**src/rtl/mdu_issue_ctrl_if.sv**
```systemverilog
// Request/response channel between the EXE-stage MDU initiator (master)
// and the multiply/divide unit (slave).
interface mdu_issue_ctrl_if #(
   parameter int DATA_W = 32
);
   logic                  mdu_req;
   logic [7:0]            mdu_operator;
   logic [2*DATA_W-1:0]   mdu_oprand;
   logic [2*DATA_W-1:0]   mdu_hilo_data;
   logic                  mdu_cancel;
   logic                  mdu_oprand_ok;
   logic                  mdu_data_ok;
   logic [1:0]            mdu_write_en;
   logic [2*DATA_W-1:0]   mdu_write_data;

   modport master (
      output mdu_req, mdu_operator, mdu_oprand, mdu_hilo_data, mdu_cancel,
      input  mdu_oprand_ok, mdu_data_ok, mdu_write_en, mdu_write_data
   );

   modport slave (
      input  mdu_req, mdu_operator, mdu_oprand, mdu_hilo_data, mdu_cancel,
      output mdu_oprand_ok, mdu_data_ok, mdu_write_en, mdu_write_data
   );
endinterface

```
**src/rtl/mdu_issue_ctrl.sv**
```systemverilog
// EXE-stage initiator for the multiply/divide unit: issues requests, owns the
// architectural HI/LO registers, forwards MF reads and generates EXE stall.
module mdu_issue_ctrl #(
   parameter int DATA_W = 32
) (
   input  logic                clk,
   input  logic                rst,
   input  logic                inst_valid_i,
   input  logic                op_mul_i,
   input  logic                op_div_i,
   input  logic                op_accum_i,
   input  logic                op_sub_i,
   input  logic                op_signed_i,
   input  logic                op_mthi_i,
   input  logic                op_mtlo_i,
   input  logic                op_mfhi_i,
   input  logic                op_mflo_i,
   input  logic [DATA_W-1:0]   src_a_i,
   input  logic [DATA_W-1:0]   src_b_i,
   input  logic                flush_i,
   mdu_issue_ctrl_if.master    mdu,
   output logic                stall_o,
   output logic [DATA_W-1:0]   mf_data_o,
   output logic                busy_o
);

   typedef enum logic {S_IDLE, S_WAIT} state_e;

   state_e              state_q, state_d;
   logic [DATA_W-1:0]   hi_q, hi_d, lo_q, lo_d;

   logic long_op, mt_op, mf_op, mdu_op, in_wait, issue_req, commit;
   logic [DATA_W-1:0] wb_hi, wb_lo;

   assign long_op   = op_mul_i | op_div_i | op_accum_i;
   assign mt_op     = op_mthi_i | op_mtlo_i;
   assign mf_op     = op_mfhi_i | op_mflo_i;
   assign mdu_op    = long_op | mt_op;
   assign in_wait   = (state_q == S_WAIT);
   assign issue_req = inst_valid_i & ~in_wait & ~flush_i & mdu_op;
   assign commit    = mdu.mdu_data_ok & ~flush_i;
   assign wb_hi     = mdu.mdu_write_data[2*DATA_W-1:DATA_W];
   assign wb_lo     = mdu.mdu_write_data[DATA_W-1:0];

   assign mdu.mdu_req       = issue_req;
   assign mdu.mdu_cancel    = flush_i & (in_wait | issue_req);
   assign mdu.mdu_hilo_data = {hi_q, lo_q};
   assign mdu.mdu_oprand    = inst_valid_i ? {src_b_i, src_a_i} : '0;
   assign mdu.mdu_operator  = inst_valid_i ?
      {op_mthi_i, mt_op, op_signed_i & op_div_i, op_div_i, op_sub_i,
       op_accum_i, op_signed_i & (op_mul_i | op_accum_i), op_mul_i | op_accum_i}
      : 8'h00;

   assign busy_o  = in_wait;
   assign stall_o = inst_valid_i & ~flush_i &
                    ((mdu_op & (in_wait | ~mdu.mdu_oprand_ok)) |
                     (mf_op & in_wait & ~mdu.mdu_data_ok));

   always_comb begin
      // NOTE: every variable gets a default before any branch so no latch is inferred.
      state_d   = state_q;
      hi_d      = hi_q;
      lo_d      = lo_q;
      mf_data_o = '0;

      case (state_q)
         S_IDLE: if (inst_valid_i & long_op & mdu.mdu_oprand_ok & ~flush_i) state_d = S_WAIT;
         S_WAIT: if (mdu.mdu_data_ok | flush_i)                             state_d = S_IDLE;
         default: state_d = S_IDLE;
      endcase

      if (commit) begin
         if (mdu.mdu_write_en[1]) hi_d = wb_hi;
         if (mdu.mdu_write_en[0]) lo_d = wb_lo;
      end

      // A write-back landing this cycle is forwarded to the MF reader.
      if (inst_valid_i & op_mfhi_i)
         mf_data_o = (mdu.mdu_data_ok & mdu.mdu_write_en[1]) ? wb_hi : hi_q;
      else if (inst_valid_i & op_mflo_i)
         mf_data_o = (mdu.mdu_data_ok & mdu.mdu_write_en[0]) ? wb_lo : lo_q;
   end

   always_ff @(posedge clk) begin
      // NOTE: sequential state uses non-blocking assignments so all registers update together.
      if (rst) begin
         state_q <= S_IDLE;
         hi_q    <= '0;
         lo_q    <= '0;
      end else begin
         state_q <= state_d;
         hi_q    <= hi_d;
         lo_q    <= lo_d;
      end
   end

endmodule

```
**src/flat_wrapper.sv**
```systemverilog
// flat-port wrapper written by rule: the top's interface ports become plain ports
module mdu_issue_ctrl_flat 
#(
   parameter int DATA_W = 32
)
  (clk, rst, inst_valid_i, op_mul_i, op_div_i, op_accum_i, op_sub_i, op_signed_i, op_mthi_i, op_mtlo_i, op_mfhi_i, op_mflo_i, src_a_i, src_b_i, flush_i, stall_o, mf_data_o, busy_o, mdu_mdu_req, mdu_mdu_operator, mdu_mdu_oprand, mdu_mdu_hilo_data, mdu_mdu_cancel, mdu_mdu_oprand_ok, mdu_mdu_data_ok, mdu_mdu_write_en, mdu_mdu_write_data);
  mdu_issue_ctrl_if #(.DATA_W(DATA_W)) mdu_i ();
  input  logic clk;
  input  logic rst;
  input  logic inst_valid_i;
  input  logic op_mul_i;
  input  logic op_div_i;
  input  logic op_accum_i;
  input  logic op_sub_i;
  input  logic op_signed_i;
  input  logic op_mthi_i;
  input  logic op_mtlo_i;
  input  logic op_mfhi_i;
  input  logic op_mflo_i;
  input  logic [DATA_W-1:0] src_a_i;
  input  logic [DATA_W-1:0] src_b_i;
  input  logic flush_i;
  output logic stall_o;
  output logic [DATA_W-1:0] mf_data_o;
  output logic busy_o;
  output wire logic [$bits(mdu_i.mdu_req)-1:0] mdu_mdu_req;
  output wire logic [$bits(mdu_i.mdu_operator)-1:0] mdu_mdu_operator;
  output wire logic [$bits(mdu_i.mdu_oprand)-1:0] mdu_mdu_oprand;
  output wire logic [$bits(mdu_i.mdu_hilo_data)-1:0] mdu_mdu_hilo_data;
  output wire logic [$bits(mdu_i.mdu_cancel)-1:0] mdu_mdu_cancel;
  input wire logic [$bits(mdu_i.mdu_oprand_ok)-1:0] mdu_mdu_oprand_ok;
  input wire logic [$bits(mdu_i.mdu_data_ok)-1:0] mdu_mdu_data_ok;
  input wire logic [$bits(mdu_i.mdu_write_en)-1:0] mdu_mdu_write_en;
  input wire logic [$bits(mdu_i.mdu_write_data)-1:0] mdu_mdu_write_data;
  assign mdu_mdu_req = mdu_i.mdu_req;
  assign mdu_mdu_operator = mdu_i.mdu_operator;
  assign mdu_mdu_oprand = mdu_i.mdu_oprand;
  assign mdu_mdu_hilo_data = mdu_i.mdu_hilo_data;
  assign mdu_mdu_cancel = mdu_i.mdu_cancel;
  assign mdu_i.mdu_oprand_ok = mdu_mdu_oprand_ok;
  assign mdu_i.mdu_data_ok = mdu_mdu_data_ok;
  assign mdu_i.mdu_write_en = mdu_mdu_write_en;
  assign mdu_i.mdu_write_data = mdu_mdu_write_data;
  mdu_issue_ctrl #(.DATA_W(DATA_W)) u_core (.clk(clk), .rst(rst), .inst_valid_i(inst_valid_i), .op_mul_i(op_mul_i), .op_div_i(op_div_i), .op_accum_i(op_accum_i), .op_sub_i(op_sub_i), .op_signed_i(op_signed_i), .op_mthi_i(op_mthi_i), .op_mtlo_i(op_mtlo_i), .op_mfhi_i(op_mfhi_i), .op_mflo_i(op_mflo_i), .src_a_i(src_a_i), .src_b_i(src_b_i), .flush_i(flush_i), .mdu(mdu_i), .stall_o(stall_o), .mf_data_o(mf_data_o), .busy_o(busy_o));
endmodule
```
**config.mk**
```make
export PLATFORM = sky130hd
export DESIGN_NAME = mdu_issue_ctrl_flat
export DESIGN_NICKNAME = d
export VERILOG_FILES = /design/src/rtl/mdu_issue_ctrl_if.sv /design/src/rtl/mdu_issue_ctrl.sv /design/src/flat_wrapper.sv
export SDC_FILE = /design/constraint.sdc
export NUM_CORES = 1
export LEC_CHECK = 0
export ABC_AREA = 0
export CORE_MARGIN = 10
export CORE_UTILIZATION = 30
export CTS_BUF_LIST = sky130_fd_sc_hd__clkbuf_8 sky130_fd_sc_hd__clkbuf_16
export DETAILED_ROUTE_END_ITERATION = 16
export GPL_TIMING_DRIVEN = 0
export HOLD_SLACK_MARGIN = 0.02
export PLACE_DENSITY_LB_ADDON = 0.25
export SLEW_MARGIN = 15
export SYNTH_ARGS = -nofsm -noshare
export SYNTH_HDL_FRONTEND = slang
export SYNTH_SLANG_ARGS = --single-unit
```
**constraint.sdc**
```tcl
create_clock -name clk -period 1.28 [get_ports clk]
set_clock_uncertainty 0.1 [all_clocks]
set_input_delay 0.32 -clock clk [delete_from_list [all_inputs] [get_ports clk]]
set_output_delay 0.32 -clock clk [all_outputs]
set_load 0.005 [all_outputs]
```
* Word level (Yosys, flattened, before mapping) *
Index checks and enable logic that the tools add are counted.

storage, ports and cells
  word-level logic and storage cells = 47
  register bits after elaboration = 65
  input bits = 145
  output and inout bits = 172

operators by class
  multiplexer cells = 9
  bitwise logic cells = 33
  reduce and logical (&&, ||, !) cells = 2

operator list
  operator                         number
  2-to-1 mux 32 bit                4
  2-to-1 mux 64 bit                1
  AND 1 bit                        19
  OR 1 bit                         10
  2-to-1 mux 8 bit                 1
  inverter 1 bit                   4
  AND reduction 2 bit              2
  2-to-1 mux 1 bit                 2
  case mux 1 bit (2 select lines)  1

* Longest topological paths before layout *
Gate-level depths: netlist (run 1).

  depth after elaboration = 7
  gate-level depth with buffers = 6
  depth with buffers taken out = 3

* Worst setup path before layout (run 1) *
OpenSTA, ideal clock, no wires.

  path kind = input -> output
  start = input port mdu_mdu_data_ok
  end = output port mf_data_o[10]
  stages = 5
  data arrival time = 1010 ps
  path slack = -150 ps
  data required time = 860 ps
  cells stage by stage = buf_6 nand2_2 buf_8 mux2i_1 o22ai_1

between the ends
  cells in the longest elaborated chain, start to end = 4
  elaborated cells on any way between the ends = 6
  classes of those cells = mux (4); bitwise (2)

ends and longest elaborated chain
  what                   line                  source
  from (decl)            flat_wrapper.sv:32    input wire logic [$bits(mdu_i.mdu_data_ok)-1:0] mdu_mdu_data_ok;
  AND 1 bit              mdu_issue_ctrl.sv:81  mf_data_o = (mdu.mdu_data_ok & mdu.mdu_write_en[0]) ? wb_lo : lo_q;
  2-to-1 mux 32 bit      mdu_issue_ctrl.sv:81
  2-to-1 mux 32 bit      mdu_issue_ctrl.sv:80  else if (inst_valid_i & op_mflo_i)
  2-to-1 mux 32 bit (*)  mdu_issue_ctrl.sv:78  if (inst_valid_i & op_mfhi_i)
  to (decl)              flat_wrapper.sv:24    output logic [DATA_W-1:0] mf_data_o;

Every way passes the cells marked *; elsewhere a longest branch is shown, timed or not.

* Worst setup path after layout (run 1) *
  start = input port op_accum_i
  end = output port stall_o

between the ends
  cells in the longest elaborated chain, start to end = 5

ends and longest elaborated chain
  what         line                  source
  from (decl)  flat_wrapper.sv:13    input logic op_accum_i;
  OR 1 bit     mdu_issue_ctrl.sv:35  assign long_op = op_mul_i | op_div_i | op_accum_i;
  OR 1 bit     mdu_issue_ctrl.sv:38  assign mdu_op = long_op | mt_op;
  AND 1 bit    mdu_issue_ctrl.sv:56  ((mdu_op & (in_wait | ~mdu.mdu_oprand_ok)) |
  OR 1 bit     mdu_issue_ctrl.sv:56
  AND 1 bit    mdu_issue_ctrl.sv:55  assign stall_o = inst_valid_i & ~flush_i &
  to (decl)    flat_wrapper.sv:23    output logic stall_o;

No other way between the ends.

==> flow_summary.toml, run 1 <==
[placement]
gp_congestion = 0.974
dp.cells = 974
dpl.hpwl_um = 19300
numPortBuffers = 314
place_area_um2 = 7370

[drt]
dr.pass1.iters = 5
postRouteWirelength_um = 26300
via_count = 5516
ant_nets = 0
vias_per_cell = 5.03
drt_iter0_markers = 201
wl_per_cell_um = 24.0
drc_errors = 0

[cells_and_area]
final_cells = 1096
layout_common_cells = "buf_6, nand2_1, dlygate4sd2_1"
final_area_um2 = 9620
drive_above_1_share = 0.634
layout_commonest_cell = "buf_6"
fin_nets = 1049
area_growth_pct = 143

[status]
violations = "setup timing"
status = "complete, but fails checks"

[pwr]
peakVddDrop_uv = 595
power_density_nw_per_um2 = 711
power_leakage_nw = 4.46
power.total_mw = 6.84

[floorplan]
rows = 41
core_um2 = 12800
pin_count = 317
die_y_um = 135
start_util = 0.309
die-area_um2 = 18200
dieWidth_um = 135

[clocking]
htree_levels = 3
cts_tree = "built"
cts_root_buf = "clkbuf_16"
clk_pin_slew_ns = 0.05
cts_num_sinks = 65
clkLatencyLatePin_ns = 0.34
cts_max_path_buffers = 2
cts-buffers-inserted = 9

[critical_path]
slowest_stage = "or3_4"
cp_max_fo = 3
cp_top_family = "simple AND/OR/NAND/NOR gates"
required_ns = 0.86
startpoint_type = "primary input"
cp.arrival_ns = 1.30
critPathLaunch = "op_accum_i"
critPathBufInv = 2
path_cells = "buf_8 -> or3_4 -> o32ai_4 -> a21oi_2 -> buf_2"
worst_path_largest_cell_delay_ns = 0.40
critical_path_class = "primary input to output port"
worstReg2RegStart = "u_core.lo_q[14]$_SDFFE_PP0P_"
critical_path.endpoint_type = "output port"

[synthesis]
ys.warnings.count = 0
synth_area_per_cell_um2 = 8.10
synthAdderAreaFrac = 0
synth-xor-area-share = 0
synth_top_family_by_area = "simple AND/OR/NAND/NOR gates"
syn-num-nets = 633
synth-seq-area-share = 0.329
ys_seq_elements = 65
synth_cell_types = 26
syn-instance-count = 488
synthMuxAreaShare = 0.162
synthSimpleGateAreaFrac = 0.257
synth.cell_area_um2 = 3950
synth_compound_area_frac = 0.177

[sta]
setup_slack_ns = -0.442
setup_viol_count_final = 149
rsz0062_at_grt = "true"
worst_slew_pin_slew_ns = 0.737
max_freq_mhz = 581
hold_violations = 0
slew_headroom = 0.509
period_share = 1.35
drv_slew = 0
finalCriticalPeriod_ns = 1.72

[flow_run]
maxCapViolCount = 0

[global_routing]
grt_pass1_wl_um = 37200
grt.total_usage = 0.269
grt_start_max_net_pins = 13
grt_overflow = 0
antenna_found_initial = 18
grt_pass1_vias = 5781

[hold_path]
hp-start = "flush_i"
hp-class = "primary input to flip-flop"
==> cells in the mapped netlist <==
cell / n / share of area
inv_1: 2 / 0.0019
nor3_1: 3 / 0.0038
or3_4: 1 / 0.0028
a21oi_2: 34 / 0.075
nand2b_1: 1 / 0.0016
o22ai_1: 32 / 0.051
buf_4: 2 / 0.0038
mux2i_1: 64 / 0.16
nand2_2: 2 / 0.0032
o211a_1: 1 / 0.0025
and3b_1: 2 / 0.0044
a21oi_1: 31 / 0.039
buf_2: 10 / 0.013
nand2_1: 129 / 0.12
buf_8: 3 / 0.011
and2b_2: 1 / 0.0022
a41oi_1: 1 / 0.0022
o32ai_1: 1 / 0.0022
clkbuf_1: 17 / 0.016
buf_6: 10 / 0.028
o21ai_0: 1 / 0.0013
dfxtp_1: 65 / 0.33
o21a_1: 2 / 0.0038
and2_1: 69 / 0.11
and3_1: 1 / 0.0016
nand3b_1: 3 / 0.0057
==> per-stage QoR <==
| stage | utilization | TNS [ns] | hold slack, ns | setup WS (ns) |
|---|---|---|---|---|
| final | 0.753 | -25.42 | 0.162 | -0.442 |
| after global routing | 0.753 | -28.20 | 0.176 | -0.480 |
| after CTS | 0.709 | -23.82 | 0.271 | -0.455 |
| after detailed placement | 0.577 | -172.06 | 0.363 | -1.40 |
| after global placement | 0.577 | -166.49 | 0.357 | -1.34 |
| after floorplan | - | -2.38 | 0.299 | -0.130 |
==> power breakdown <==
part	internal, mW	switching (mW)
Clock	1.42	0.954
Sequential	2.10	0.0653
Combinational	1.38	0.919
Total	4.90	1.94
==> kinds of logic after synthesis <==
family,Yosys count
AO/OA/AOI/OAI,103
flip-flops,65
buffers and inverters,44
multiplexers,64
AND/OR/NAND/NOR,212
==> worst paths after layout <==
| kind | to | slack, ns | cells past startpoint |
|---|---|---|---|
| max | stall_o | -0.44 | 5 |
| min | u_core.busy_o$_SDFF_PP0_ | 0.16 | 2 |
| max reg2reg | u_core.lo_q[14]$_SDFFE_PP0P_ | 0.23 | 5 |
| min reg2reg | u_core.hi_q[17]$_SDFFE_PP0P_ | 0.36 | 2 |
==> area by class of cell <==
| cell class | instances | area, µm² |
|---|---|---|
| Antenna cell | 15 | 37.5 |
| Buffer | 40 | 485 |
| Clock buffer | 11 | 253 |
| Clock inverter | 5 | 37.5 |
| Fill cell | 849 | 3160 |
| Inverter | 2 | 7.51 |
| Multi-Input combinational cell | 379 | 3160 |
| Sequential cell | 65 | 1390 |
| Tap cell | 172 | 215 |
| Timing Repair Buffer | 407 | 4040 |
==> flip-flops by register name, summed over array words and instances (netlist names) <==
signal,flops
u_core.busy_o,1
u_core.hi_q,32
u_core.lo_q,32
==> routing by layer <==
layer	GRT usage	routed length, µm
met4	0.122	946
met2	0.478	13700
met3	0.0935	2150
met5	0	0
met1	0.278	9470
==> repair_timing <==
item | 4_1_cts | 5_1_grt
gates cloned | 18 | 0
endpoints found under the setup margin | 237 | 203
gates resized for setup | 1182 | 173
buffers inserted | 68 | 27
pin swaps | 73 | 85
hold buffers | 0 | 0
Power figures use the tool's default switching activity.
==> inputs of run 2 (changes only) <==
--- a/config.mk
+++ b/config.mk
@@ -12,6 +12,7 @@
 export DETAILED_ROUTE_END_ITERATION = 16
 export GPL_TIMING_DRIVEN = 0
 export HOLD_SLACK_MARGIN = 0.02
+export MAX_ROUTING_LAYER = met4
 export PLACE_DENSITY_LB_ADDON = 0.25
 export SLEW_MARGIN = 15
 export SYNTH_ARGS = -nofsm -noshare
==> run 2 against run 1 <==
The flow still finishes with violations (setup timing). Die area did not move. Cell count fell by 0.36%. Design area is 0.51% higher. Critical path type unchanged. Highest routed layer unchanged.
==> flow_summary.toml, run 2 (synthesized netlist as in run 1, its figures left out) <==
[floorplan]
die_y_um = 135
rows = 41
core_um2 = 12800
die-area_um2 = 18200
dieWidth_um = 135
start_util = 0.309
pin_count = 317

[critical_path]
startpoint_type = "primary input"
cp_max_fo = 4
required_ns = 0.86
cp.arrival_ns = 1.33
critical_path.endpoint_type = "output port"
r2r_cells = 5
critical_path_class = "primary input to output port"

[sta]
setup_viol_count_final = 147
setup_slack_ns = -0.465
period_share = 1.36
slew_headroom = 0.526
drv_slew = 0
worst_slew_pin_slew_ns = 0.711
whs_ns = 0.166
max_freq_mhz = 573
finalSetupTns_ns = -27.86
rsz0062_at_grt = "true"
hold_violations = 0
finalCriticalPeriod_ns = 1.75

[global_routing]
grt_overflow = 0
grt_pass1_wl_um = 37600
grt_pass1_vias = 5862
grt.total_usage = 0.282
grt_start_max_net_pins = 11
antenna_found_initial = 22

[status]
violations = "setup timing"
status = "complete, but fails checks"

[clocking]
cts-buffers-inserted = 9
clkLatencyLatePin_ns = 0.34
cts_tree = "built"
cts_max_path_buffers = 2
cts_num_sinks = 65
cts_root_buf = "clkbuf_16"
clk_pin_slew_ns = 0.05
htree_levels = 3

[placement]
gp_congestion = 1.01
numPortBuffers = 314
dp.cells = 974
dpl.hpwl_um = 19500

[drt]
via_count = 5533
dr.pass1.iters = 5
postRouteWirelength_um = 27000
vias_per_cell = 5.07
drt_iter0_markers = 297
wl_per_cell_um = 24.7
ant_nets = 0
drc_errors = 0

[pwr]
power_density_nw_per_um2 = 740
power_leakage_nw = 4.37
power.total_mw = 7.15
peakVddDrop_uv = 796

[cells_and_area]
fin_nets = 1043
layout_common_cells = "buf_6, nand2_1, dlygate4sd2_1"
final_cells = 1092
area_growth_pct = 145
layout_commonest_cell = "buf_6"
drive_above_1_share = 0.621

[hold_path]
worstHoldPathCells = 2
hp-class = "primary input to flip-flop"

[flow_run]
maxCapViolCount = 0
==> run 2: changes by cell type in the layout (fill, tap and decap cells not counted), sizes merged, moves of 3 or more <==
| cell | delta |
|---|---|
| dlygate4sd2 | +3 |
| buf | -6 |
| diode | +3 |
| dlymetal6s2s | -10 |
| clkdlybuf4s50 | +7 |
| clkbuf | -3 |
==> run 2: layer usage <==
layer | up-vias | track usage | share of wire
met2 | 313 | 0.491 | 0.51
li1 | 2506 | - | -
met1 | 2638 | 0.281 | 0.36
met4 | 0 | 0.141 | 0.052
met5 | - | - | 0
met3 | 76 | 0.0864 | 0.080
==> run 2: path summary, 6_finish.rpt <==
check	to	start	slack (ns)
worst max-delay path	mdu_mdu_req	op_accum_i	-0.47
worst min-delay path	u_core.busy_o$_SDFF_PP0_	flush_i	0.17
worst max register to register	u_core.lo_q[20]$_SDFFE_PP0P_	u_core.lo_q[20]$_SDFFE_PP0P_	0.23
worst min register to register	u_core.hi_q[8]$_SDFFE_PP0P_	u_core.hi_q[8]$_SDFFE_PP0P_	0.36
==> run 2: layout make-up <==
| cell class | instances | area, µm² |
|---|---|---|
| repair buffers | 400 | 3950 |
| multi-input cells | 379 | 3240 |
| fillers | 856 | 3110 |
| flip-flops and latches | 65 | 1400 |
| plain buffers | 41 | 498 |
| clock buffers | 10 | 239 |
| well taps | 172 | 215 |
| clock inverters | 5 | 72.6 |
| diodes | 18 | 45.0 |
| inverters | 2 | 7.51 |
==> run 2: worst max-delay path, stage by stage <==
cell,delay [ns]
buf_8,0.10
or3_4,0.40
buf_4,0.16
nor3_2,0.11
nor3_1,0.09
buf_2,0.14
==> run 2: per-stage QoR <==
| step | instance area (µm²) | util | worst slack, ns |
|---|---|---|---|
| after floorplan | 4010 | - | -0.130 |
| after global placement | 7370 | 0.577 | -1.36 |
| after detailed placement | 7370 | 0.577 | -1.38 |
| after CTS | 9070 | 0.710 | -0.450 |
| after global routing | 9650 | 0.756 | -0.482 |
| final | 9660 | 0.757 | -0.465 |
==> run 2: timing repair <==
action,4_1_cts,5_1_grt
resized for setup,1198,148
pin swaps,69,71
hold buffers,0,0
setup buffers,62,19
setup endpoints to repair,237,202
gates cloned,18,0
==> run 2: where the power goes <==
| part | switching, mW | internal, mW | total, mW |
|---|---|---|---|
| registers | 0.0698 | 2.10 | 2.17 |
| logic | 0.946 | 1.39 | 2.34 |
| clock network | 0.914 | 1.73 | 2.64 |
| total | 1.93 | 5.22 | 7.15 |
==> edit 1, RTL diff (flow settings as in run 1) <==
`DATA_W` is set to 32 in 3 places; all go to 36.
--- a/src/rtl/mdu_issue_ctrl_if.sv
+++ b/src/rtl/mdu_issue_ctrl_if.sv
@@ -1,7 +1,7 @@
 // Request/response channel between the EXE-stage MDU initiator (master)
 // and the multiply/divide unit (slave).
 interface mdu_issue_ctrl_if #(
-   parameter int DATA_W = 32
+   parameter int DATA_W = 36
 );
    logic                  mdu_req;
    logic [7:0]            mdu_operator;
--- a/src/rtl/mdu_issue_ctrl.sv
+++ b/src/rtl/mdu_issue_ctrl.sv
@@ -1,7 +1,7 @@
 // EXE-stage initiator for the multiply/divide unit: issues requests, owns the
 // architectural HI/LO registers, forwards MF reads and generates EXE stall.
 module mdu_issue_ctrl #(
-   parameter int DATA_W = 32
+   parameter int DATA_W = 36
 ) (
    input  logic                clk,
    input  logic                rst,
--- a/src/flat_wrapper.sv
+++ b/src/flat_wrapper.sv
@@ -1,7 +1,7 @@
 // flat-port wrapper written by rule: the top's interface ports become plain ports
 module mdu_issue_ctrl_flat 
 #(
-   parameter int DATA_W = 32
+   parameter int DATA_W = 36
 )
   (clk, rst, inst_valid_i, op_mul_i, op_div_i, op_accum_i, op_sub_i, op_signed_i, op_mthi_i, op_mtlo_i, op_mfhi_i, op_mflo_i, src_a_i, src_b_i, flush_i, stall_o, mf_data_o, busy_o, mdu_mdu_req, mdu_mdu_operator, mdu_mdu_oprand, mdu_mdu_hilo_data, mdu_mdu_cancel, mdu_mdu_oprand_ok, mdu_mdu_data_ok, mdu_mdu_write_en, mdu_mdu_write_data);
   mdu_issue_ctrl_if #(.DATA_W(DATA_W)) mdu_i ();
Ports: changed (6 resized); port bits go from 317 to 353. No check against the original RTL was run, so the function may have changed too.
==> edit 1 against run 1 <==
  * The flow still finishes with violations (setup timing)
  * Total power increased by 16%
  * Worst hold slack improved by 0.043 ns
  * Sequential cell count increased by 8
  * Combinational power increased by 14%
  * Wire length increased by 3.8%
  * Register-to-register slack improved by 0.05 ns
  * Worst setup slack got worse by 0.034 ns
  * Synthesized area increased by 10%
  * Cell area increased by 12%
  * Highest routed layer unchanged
==> edit 1: results (changes against run 1) <==
| Metric | Value |
|---|---|
| Status | finished, violations left (unchanged) |
| Failing checks | setup timing (unchanged) |
| M1 GR Usage | 26.60% (was 27.77%) |
| First-pass GRT wire length | 37.45 mm (was 37.18 mm) |
| Critical path peak fanout | 2 (was 3) |
| Synthesized netlist net count | 703 (was 633) |
| Final GP Congestion | 0.8441 (was 0.9736) |
| Max-Slew Margin vs Limit | 51.90% (was 50.86%) |
| Finished Layout Cells | 1196 (was 1096) |
| Overall routing resource usage | 24.40% (was 26.88%) |
| Vias in the first global route | 5938 (was 5781) |
| Min-Delay Startpoint | mdu_mdu_write_data[13] (was flush_i) |
| Met3 WL | 2.602 mm (was 2.154 mm) |
| Pre-CTS setup slack | -1.592 ns (was -1.402 ns) |
| Via-to-Cell Ratio | 4.896 (was 5.033) |
| Placed Cells incl. Taps | 1076 (was 974) |
| Peak supply drop | 586.1 uV (was 594.7 uV) |
| Largest net degree at the start of global routing | 14 (was 13) |
| # diodes | 0 (was 15) |
| Hpwl dp | 18.75 mm (was 19.34 mm) |
| Critical path class | flip-flop to primary output (was input pin to primary output) |
| DR iter-0 viols | 268 (was 201) |
| Mapped Cells | 542 (was 488) |
| Ratio of cells with drive above 1 in the final layout | 61.66% (was 63.37%) |
| Initial antenna violation count | 0 (was 18) |
| Worst r2r src | u_core.busy_o (was u_core.lo_q[14]) |
| CP top delay family | flip-flops (was simple AND/OR/NAND/NOR gates) |
| Leakage | 4.790 nW (was 4.462 nW) |
| Worst setup margin | -0.4763 ns (was -0.4418 ns) |
| GR Layer Usage met2 | 42.17% (was 47.82%) |
| Detail Route met2 WL | 14.04 mm (was 13.75 mm) |
| Synth unique cells | 28 (was 26) |
| Routed length on met1 | 10.01 mm (was 9.467 mm) |
| Port bufs | 350 (was 314) |
| Setup TNS | -30.64 ns (was -25.42 ns) |
| Final setup fails | 165 (was 149) |
| Crit-path slowest cell | dfxtp_4 (was or3_4) |
-- edit 1: cell types whose count changed in the layout (fill, tap and decap cells not counted), moves of 11 or more --
cell,change
buf_4,+11
dlygate4sd2_1,-26
a21oi_1,+19
diode_2,-15
a21oi_2,-11
nand2_1,+16
clkdlybuf4s50_1,+63
dlymetal6s2s_1,-20
buf_6,+13
-- edit 1: logic make-up (layout without fill, tap and decap cells) --
kind of cell           after synthesis  after routing  share of synthesized area, %
multiplexers                        72             72                         16.52
buffers and inverters               46            515                         7.284
flip-flops                          73             73                         33.50
AND/OR/NAND/NOR                    236            237                         26.10
AO/OA/AOI/OAI                      115            115                         16.60
-- edit 1: worst register-to-register path: cells and delay by family (launching register included) --
family	cells	cell delay, ns
AOI/OAI and AO/OA	1	0.16
DFF	1	0.35
and+or+nand+nor	2	0.27
-- edit 1: path summary, 6_finish.rpt --
kind / endpoint / cells after the start / slack [ns]
max: stall_o / 4 / -0.48
min: u_core.lo_q[13] / 3 / 0.21
max reg2reg: u_core.busy_o / 3 / 0.28
min reg2reg: u_core.lo_q[0] / 2 / 0.37
-- edit 1: where the power goes --
part / internal (mW) / switching [mW] / leakage [nW]
registers: 2.36 / 0.0716 / 0.628
logic: 1.61 / 1.02 / 4.00
clock network: 1.77 / 1.08 / 0.159
-- edit 1: area by class of cell --
class,instances,area (sq um)
Clock buffer,10,239.0
Buffer,42,551.8
Inverter,2,7.507
Tap cell,184,230.2
Timing Repair Buffer,455,4573
Multi-Input combinational cell,424,3557
Sequential cell,73,1560
Clock inverter,6,90.09
Fill cell,1022,3560
-- edit 1: repair_timing --
action / in CTS / in global routing
buffers inserted: 68 / 37
hold endpoints to repair: 0 / 0
endpoints found under the setup margin: 265 / 229
pin swaps: 64 / 79
cloned: 10 / 5
gates resized for setup: 1210 / 225
==> edit 2, RTL diff (settings of run 1) <==
Without the edit above. `hi_q` and `lo_q` no longer have a reset.
--- a/src/rtl/mdu_issue_ctrl.sv
+++ b/src/rtl/mdu_issue_ctrl.sv
@@ -85,13 +85,14 @@
       // NOTE: sequential state uses non-blocking assignments so all registers update together.
       if (rst) begin
          state_q <= S_IDLE;
-         hi_q    <= '0;
-         lo_q    <= '0;
       end else begin
          state_q <= state_d;
-         hi_q    <= hi_d;
-         lo_q    <= lo_d;
       end
+   end
+
+   always_ff @(posedge clk) begin
+      hi_q <= hi_d;
+      lo_q <= lo_d;
    end
 
 endmodule
Behaviour: not the same (a bounded check fails within 4 cycles, from zero or initial values and one cycle with rst high).
==> edit 2 against run 1 <==
  * The run still ends with setup timing left
  * Worst setup slack better by 0.0090 ns
  * Sequential cell count stayed put
  * Register-to-register slack got worse by 0.05 ns
  * Synthesized area down 12%
  * Wire length down 20%
  * Total power is 5.7% higher
  * Cell area down 11%
  * Critical path depth increased by 2
  * Critical path type unchanged
==> edit 2: results (changes against run 1) <==
| Metric | Value |
|---|---|
| Ratio of cells with drive above 1 in the final layout | 62.93% (was 63.37%) |
| Pre-antenna DRT Iters | 4 (was 5) |
| Synth unique cells | 27 (was 26) |
| Routed length on met1 | 7.112 mm (was 9.467 mm) |
| Overall routing resource usage | 24.12% (was 26.88%) |
| Met3 WL | 1.923 mm (was 2.154 mm) |
| Leakage | 3.873 nW (was 4.462 nW) |
| Clkbuf count | 9 (was 11) |
| Max-Slew Margin vs Limit | 79.29% (was 50.86%) |
| Worst r2r src | u_core.busy_o (was u_core.lo_q[14]) |
| Worst setup margin | -0.4328 ns (was -0.4418 ns) |
| Critical Path AT | 1.29 ns |
| Routed via count | 4043 (was 5516) |
| Avg WL per Cell | 25.86 um (was 24.01 um) |
| Vias in the first global route | 4467 (was 5781) |
| Nets | 801 (was 1049) |
| Detail Route met2 WL | 11.43 mm (was 13.75 mm) |
| Synthesized netlist net count | 417 (was 633) |
| Cell Int Power | 5.457 mW (was 4.901 mW) |
| Min-Delay Startpoint | mdu_mdu_write_data[27] (was flush_i) |
| Clk root buf | clkbuf_16 (unchanged) |
| Worst hold path type | input pin to flip-flop (unchanged) |
| Hpwl dp | 15.36 mm (was 19.34 mm) |
| Non-clk bufs | 391 (was 447) |
| Final GP Congestion | 0.9434 (was 0.9736) |
| Status | finished, violations left (unchanged) |
| GR Layer Usage met2 | 42.87% (was 47.82%) |
| Crit path from | mdu_mdu_data_ok (was op_accum_i) |
| H-Tree Depth | 3 (unchanged) |
| Area of all sequential standard cells | 0.001946 sq mm (was 0.001385 sq mm) |
| Setup TNS | -24.59 ns (was -25.42 ns) |
| Most common library cells after synthesis | 68 x and2_1, 64 x edfxtp_1, 64 x mux2i_1 (was 129 x nand2_1, 69 x and2_1, 65 x dfxtp_1) |
| EDFF count, synth | 64 (was 0) |
| Multi-input gate area | 0.002153 sq mm (was 0.003157 sq mm) |
| Ys flop type | edfxtp_1 (was dfxtp_1) |
| FF+latch count | 65 (unchanged) |
| Final setup fails | 162 (was 149) |
| Peak supply drop | 678.3 uV (was 594.7 uV) |
| Critical path peak fanout | 6 (was 3) |
| #MultiIn Comb | 187 (was 379) |
| DR iter-0 viols | 207 (was 201) |
| Clk cell area share | 3.661% (was 3.019%) |
| First-pass GRT wire length | 29.53 mm (was 37.18 mm) |
| Highest routed metal layer | met4 (unchanged) |
| Inverters | 2 (unchanged) |
| Initial antenna violation count | 13 (was 18) |
| Largest net degree at the start of global routing | 17 (was 13) |
| Sequential area share after synthesis | 55.53% (was 32.92%) |
| Failing checks | setup timing (unchanged) |
| Fillers | 789 (was 849) |
| Signal buf overhead | 45.60% (was 47.04%) |
| M1 GR Usage | 23.00% (was 27.77%) |
| # diodes | 13 (was 15) |
| Grt met3 use | 10.09% (was 9.347%) |
-- edit 2: kinds of logic (layout without fill, tap and decap cells) --
| group | after synthesis | count (layout) | share of synthesized area (%) |
|---|---|---|---|
| compound gates | 39 | 39 | 7.442 |
| buf+inv | 22 | 409 | 4.114 |
| flops | 65 | 65 | 55.53 |
| mux | 64 | 64 | 18.32 |
| other cells | 0 | 13 | 0 |
| simple gates | 82 | 84 | 14.60 |
-- edit 2: worst paths after layout --
kind                endpoint  slack (ns)  cells past startpoint
min reg2reg    u_core.busy_o        0.61                      3
max            mf_data_o[21]       -0.43                      7
min          u_core.lo_q[27]        0.13                      1
max reg2reg    u_core.busy_o        0.18                      4
-- edit 2: power groups by stage --
stage / logic (mW) / clock network, mW / registers (mW)
detailed placement: 1.71 / 0 / 2.55
floorplan: 0.511 / 0 / 2.55
finish: 2.11 / 2.60 / 2.52
CTS: 1.96 / 2.66 / 2.51
global route: 2.22 / 2.73 / 2.53
global placement: 1.69 / 0 / 2.55
-- edit 2: per-stage QoR --
stage	hold slack, ns	instances	power, mW	cell area [sq um]
2_1_floorplan	0.2968	272	3.065	3766
3_3_place_gp	0.5642	731	4.237	7108
3_5_place_dp	0.5749	731	4.266	7108
4_1_cts	0.2063	805	7.133	8142
5_1_grt	0.1301	815	7.483	8506
6_report	0.1296	817	7.232	8511
-- edit 2: repair_timing --
| action | in CTS | in global routing |
|---|---|---|
| setup endpoints to repair | 237 | 187 |
| gates resized for setup | 1021 | 119 |
| setup buffers | 38 | 12 |
| gates cloned | 21 | 0 |
| pin swaps | 96 | 83 |
| hold buffers | 0 | 0 |
-- edit 2: worst max-delay path: stages --
cell and delay [ns]:
buf_12 0.12, nand2_8 0.11, buf_12 0.13, buf_12 0.13, mux2i_2 0.23, o22ai_2 0.10
buf_2 0.14
